## src/rtl/noc_vc_pkg.sv

```systemverilog
// Shared NoC virtual-channel definitions.
// Used by the output VC selector and the input buffer.
package noc_vc_pkg;

  localparam int NUM_VC = 2;
  localparam int FLIT_W = 32;

  typedef logic vc_id_t;

endpackage

```

## src/rtl/vc_fifo.sv

```systemverilog
// Single virtual-channel flit FIFO.
// A push while full is taken only if the head pops the same cycle.
module vc_fifo
  import noc_vc_pkg::*;
#(
  parameter int DATA_W = FLIT_W,
  parameter int DEPTH  = 4
) (
  input  logic                       clk,
  input  logic                       reset,
  input  logic                       push,
  input  logic                       pop,
  input  logic [DATA_W-1:0]          din,
  output logic [DATA_W-1:0]          dout,
  output logic [$clog2(DEPTH+1)-1:0] count,
  output logic                       full,
  output logic                       empty
);

  localparam int AW = $clog2(DEPTH);
  localparam int CW = $clog2(DEPTH+1);

  logic [DATA_W-1:0] mem [DEPTH];
  logic [AW-1:0]     rd_ptr;
  logic [AW-1:0]     wr_ptr;
  logic              wr_en;
  logic              rd_en;

  assign full  = (count == CW'(DEPTH));
  assign empty = (count == '0);
  assign rd_en = pop && !empty;
  assign wr_en = push && (!full || rd_en);
  assign dout  = mem[rd_ptr];

  // Flit storage; contents are don't-care until counted in.
  always_ff @(posedge clk) begin
    if (wr_en)
      mem[wr_ptr] <= din;
  end

  // Pointers and occupancy.
  always_ff @(posedge clk or posedge reset) begin
    if (reset) begin
      rd_ptr <= '0;
      wr_ptr <= '0;
      count  <= '0;
    end else begin
      if (wr_en)
        wr_ptr <= wr_ptr + 1'b1;
      if (rd_en)
        rd_ptr <= rd_ptr + 1'b1;
      case ({wr_en, rd_en})
        2'b10:   count <= count + 1'b1;
        2'b01:   count <= count - 1'b1;
        default: count <= count;
      endcase
    end
  end

endmodule

```

## src/rtl/vc_input_buffer.sv

```systemverilog
// Router input port: two VC FIFOs drained round-robin to the core.
// Each drained flit returns one credit upstream the next cycle.
module vc_input_buffer
  import noc_vc_pkg::*;
#(
  parameter int DATA_W = FLIT_W,
  parameter int DEPTH  = 4
) (
  input  logic                       clk,
  input  logic                       reset,
  input  logic                       in_valid,
  input  logic                       in_vc,
  input  logic [DATA_W-1:0]          in_flit,
  output logic                       out_valid,
  output logic                       out_vc,
  output logic [DATA_W-1:0]          out_flit,
  input  logic                       out_ready,
  output logic                       credit_valid,
  output logic                       credit_vc,
  output logic [$clog2(DEPTH+1)-1:0] vc0_count,
  output logic [$clog2(DEPTH+1)-1:0] vc1_count,
  output logic                       overflow_err
);

  logic [NUM_VC-1:0] push;
  logic [NUM_VC-1:0] pop;
  logic [NUM_VC-1:0] full;
  logic [NUM_VC-1:0] empty;
  logic [DATA_W-1:0] dout0;
  logic [DATA_W-1:0] dout1;

  vc_id_t rr_last;
  vc_id_t held_vc;
  vc_id_t sel;
  logic   hold;
  logic   hs;
  logic   ovf_hit;

  vc_fifo #(.DATA_W(DATA_W), .DEPTH(DEPTH)) u_vc0 (
    .clk   (clk),
    .reset (reset),
    .push  (push[0]),
    .pop   (pop[0]),
    .din   (in_flit),
    .dout  (dout0),
    .count (vc0_count),
    .full  (full[0]),
    .empty (empty[0])
  );

  vc_fifo #(.DATA_W(DATA_W), .DEPTH(DEPTH)) u_vc1 (
    .clk   (clk),
    .reset (reset),
    .push  (push[1]),
    .pop   (pop[1]),
    .din   (in_flit),
    .dout  (dout1),
    .count (vc1_count),
    .full  (full[1]),
    .empty (empty[1])
  );

  // Grant: held VC wins, else round-robin, else whichever has data.
  always_comb begin
    sel = 1'b0;
    if (hold)
      sel = held_vc;
    else if (!empty[0] && !empty[1])
      sel = ~rr_last;
    else if (!empty[1])
      sel = 1'b1;
  end

  assign out_valid = hold || !(&empty);
  assign out_vc    = sel;
  assign out_flit  = !out_valid ? '0
                   : sel ? dout1 : dout0;

  assign hs      = out_valid && out_ready;
  assign pop[0]  = hs && !sel;
  assign pop[1]  = hs && sel;
  assign push[0] = in_valid && !in_vc;
  assign push[1] = in_valid && in_vc;
  assign ovf_hit = in_valid && full[in_vc]
                && !pop[in_vc];

  // Arbiter history, grant lock, credit return, sticky error.
  always_ff @(posedge clk or posedge reset) begin
    if (reset) begin
      rr_last      <= 1'b1;
      hold         <= 1'b0;
      held_vc      <= 1'b0;
      credit_valid <= 1'b0;
      credit_vc    <= 1'b0;
      overflow_err <= 1'b0;
    end else begin
      hold         <= out_valid && !out_ready;
      held_vc      <= sel;
      credit_valid <= hs;
      if (hs) begin
        rr_last   <= sel;
        credit_vc <= sel;
      end
      if (ovf_hit)
        overflow_err <= 1'b1;
    end
  end

endmodule

```

## config.mk

```make
export PLATFORM = sky130hd
export DESIGN_NAME = vc_input_buffer
export DESIGN_NICKNAME = d
export VERILOG_FILES = /design/src/rtl/noc_vc_pkg.sv /design/src/rtl/vc_fifo.sv /design/src/rtl/vc_input_buffer.sv
export SDC_FILE = /design/constraint.sdc
export NUM_CORES = 1
export LEC_CHECK = 0
export CAP_MARGIN = 10
export CORE_MARGIN = 8
export CORE_UTILIZATION = 45
export DETAILED_ROUTE_END_ITERATION = 8
export SYNTH_ARGS = -nofsm -noshare
export SYNTH_HDL_FRONTEND = slang
export SYNTH_SLANG_ARGS = --single-unit
```

## constraint.sdc

```tcl
create_clock -name clk -period 4.4 [get_ports clk]
set_input_delay 0.88 -clock clk [delete_from_list [all_inputs] [get_ports clk]]
set_output_delay 0.88 -clock clk [all_outputs]
set_load 0.01 [all_outputs]
```

==> results <==
- The flow ran to the end, and the final reports show no timing, DRC or antenna violations.
- The clock latency reported for the late side of the worst-skew pair is between 0.5 and 0.6 ns.
- After the first detailed-routing iteration, the DRC count stood at 409.
- The worst supply voltage drop on vdd is 314 µV.
- The initial standard-cell utilization of the core is 0.453.
- Overall power consumption after layout is estimated at roughly 8.6 mW.
- Clock tree synthesis selected as its root buffer the cell sky130_fd_sc_hd__clkbuf_16.
- For the final database, setup skew stands at 0.00845 ns.
- The multi-input combinational cells in the finished layout cover a total of between 2000 and 2500 µm².
- The final routed DRC violation total is 0.
- The number of buffers inserted by hold repair at cts is 0.
- The number of setup buffers added after CTS is 0.
- The die covers 29400 µm².
- Entering global routing, the biggest net connects 34 pins.
- The number of library cell types mapped by synthesis is 41.
- The highest attainable clock frequency is roughly 240 MHz.
- The max-slew violation total from the final report is 0.
- The number of top-level design ports is 80.
- After clock tree synthesis, the clock-pin slew on the worst setup and hold paths is 0.06 ns.
- The number of buffers inserted during clock tree synthesis is 28.
- The area added between synthesis and finish is 19.5%.
- The number of warnings printed during yosys synthesis is 0.
- In the post-synthesis netlist, the cell with the most instances is sky130_fd_sc_hd__edfxtp_1.
- The number of buffers inserted by port buffering is 79.
- In the routed layout, each cell is associated on average with a via count of about 5.3.
- The critical path class is reg2out.
- For this run, the share of the core covered by cells in the final layout is 0.541.
- The remaining number of nets flagged by the antenna check after routing is 0.
- The area of the core region is 24000 µm².
- Of the synthesized area, sequential elements account for 0.753.
- The initial antenna violation count was 0.
- In the final layout, flip-flops and latches occupy 8190 µm².
- The count of endpoints failing hold in the final timing report is 0.
- The setup-violating endpoint count in the final report is 0.
- For the worst setup path, the data arrival time is 3.29 ns.
- The number of H-tree levels is 1.
- The tightest min-delay check is of the reg2reg type.
- The leakage power total is roughly 4.3 nW.
- For the worst setup path, the data required time is 3.52 ns.
- The half-perimeter wire length of the detailed placement result is 13.3 mm.
- The count of filler cells inserted in the layout is 1889.
- The die outline width is approximately 170 µm.
- In this run the vertical extent of the chip is 171 µm.
- The synthesized flop and latch total is between 200 and 300.
- A synthesized cell averages between 15 and 20 µm².
- The slew at the pin with the worst max-slew slack is 0.833 ns.
- CTS saw 276 sinks.
- The average wire length per cell after detail routing is 22.8 µm.
- The wire length of the first global-routing pass is 34.4 mm.
- The number of global-route vias before repair is 5752.
- The top cell type's share of synthesized area is 0.707.
- The number of enable flip-flop cells after synthesis is 256.
- The final layout contains 699 nets.
- Ranked by instance count, the synthesized netlist is headed by 256 x sky130_fd_sc_hd__edfxtp_1, 67 x sky130_fd_sc_hd__nand2_1, 64 x sky130_fd_sc_hd__mux4_2.
- The period utilization is 0.947.
- The congestion estimate from routability-driven global placement came to 0.719.
- For this design the ratio of total power to cell area is 663 nW/µm².
- The post-synthesis cell count is 548.
- The synthesized net count is 597.
- The maximum count of clock buffers along a single path is 3.
- Sorting the synthesized cells by area gives the leading types as sky130_fd_sc_hd__edfxtp_1 71%, sky130_fd_sc_hd__mux4_2 13%, sky130_fd_sc_hd__dfrtp_1 4.4%.
- Headroom to the max-slew limit came out at 0.444.
- The iteration count of the initial detailed-routing pass is 5.
- The global route total overflow is 0.
- In this run the worst path has a maximum fanout of 21.
- STA classifies the critical path endpoint as an output port.
- In the synthesized netlist the async set-or-reset flop fraction comes to 0.0725.
- The number of antenna diodes in the final layout is 0.
- For the final routed database, the setup TNS stands at 0 ns.
- The via count is about 5300.
- Summed over all instances, the cell type with the most area after synthesis is sky130_fd_sc_hd__edfxtp_1.
- The row count is 57.
- The clock tree from TritonCTS is built.
- The share of post-route cells with drive strength above 1 is 0.212.
- Max-cap violations in this run came to 0.
- Setup repair after global routing left no endpoint under its margin.
- For this run, the total global-route usage over all layers was measured as 0.156.
- The post-synth design cell area is 10900 µm².
- For this block, the routed nets add up to about 23 mm of wire.
- Post-CTS repair changed the size of 0 cells.
- STA classifies the critical path startpoint as a register.
- The minimum period implied by the final worst setup slack is 4.17 ns.
- The dominant register cell in the synthesized netlist is sky130_fd_sc_hd__edfxtp_1.
[layer usage]
metal  global-route usage  wire length [µm]
met5                    0                 0
met1                0.209              9800
met4               0.0389               393
met2                0.264             11200
met3               0.0255              1080
[logic make-up after synthesis]
kind of cell | after synthesis | synth area share
muxes | 68 | 0.136
buffers and inverters | 42 | 0.0197
AOI/OAI and AO/OA | 44 | 0.0275
and+or+nand+nor | 94 | 0.0388
adders and majority gates | 12 | 0.0152
DFF | 276 | 0.753
xor gates and xnor gates | 12 | 0.00966
[cell type report]
cell class,instances,area share
clock buffers,34,0.0573
clock inverters,11,0.00963
inverters,16,0.00462
multi-input cells,230,0.191
flip-flops and latches,276,0.630
well taps,324,0.0312
repair buffers,98,0.0757
[where the power goes]
part           leakage [nW]  total [mW]  switching, mW  internal, mW
combinational          1.35        2.88           1.41          1.47
sequential             2.55        3.46          0.220          3.24
clock                 0.428        2.28          0.919          1.36
[critical path: stages, from the launching register on]
cell and delay (ns):
sky130_fd_sc_hd__dfrtp_1 0.44, sky130_fd_sc_hd__or4_4 0.62, sky130_fd_sc_hd__o211ai_4 0.33, sky130_fd_sc_hd__inv_2 0.39, sky130_fd_sc_hd__buf_4 0.31, sky130_fd_sc_hd__nand2_1 0.07, sky130_fd_sc_hd__a21oi_1 0.07, sky130_fd_sc_hd__clkdlybuf4s50_1 0.50
[flip-flops by register name, indices dropped and copies added (netlist names)]
register	cells
rr_last	1
credit_valid	1
credit_vc	1
held_vc	1
u_vc0.rd_ptr	2
u_vc1.mem	128
u_vc0.mem	128
overflow_err	1
u_vc0.wr_ptr	2
hold	1
u_vc1.count	3
u_vc0.count	3
u_vc1.rd_ptr	2
u_vc1.wr_ptr	2
[through the flow]
stage	instances	hold WS [ns]	worst slack, ns	area, µm²
finish	989	0.535	0.234	13000
global route	989	0.555	0.0991	13000
floorplan	548	0.533	1.50	10900
detailed placement	944	0.526	0.788	12100
global placement	944	0.488	0.823	12100
CTS	989	0.548	0.216	13000
[placed cells by master, fill, tap and decap left out, drive strengths merged, types with 3 or more instances in the layout]
cell type | netlist | routed
a21oi | 33 | 33
and2 | 9 | 9
buf | 16 | 19
bufinv | 0 | 3
clkbuf | 10 | 34
clkdlybuf4s50 | 0 | 79
clkinv | 0 | 8
dfrtp | 19 | 19
edfxtp | 256 | 256
ha | 10 | 10
inv | 16 | 16
mux4 | 64 | 64
nand2 | 67 | 67
nor2 | 6 | 6
xnor2 | 5 | 5
xor2 | 7 | 7
[path summary, 6_finish.rpt]
path	endpoint	slack (ns)	cells after the start	start
worst min register to register	credit_vc	0.53	1	credit_vc
worst max-delay path	out_flit[22]	0.23	7	u_vc1.count[0]
worst max register to register	u_vc0.count[2]	1.55	9	u_vc1.count[0]
max in group asynchronous	u_vc1.rd_ptr[0]	3.01	2	reset
worst min-delay path	credit_vc	0.53	1	credit_vc
min in group asynchronous	overflow_err	0.82	2	reset
Note: power is estimated with default switching activity, not from simulation.
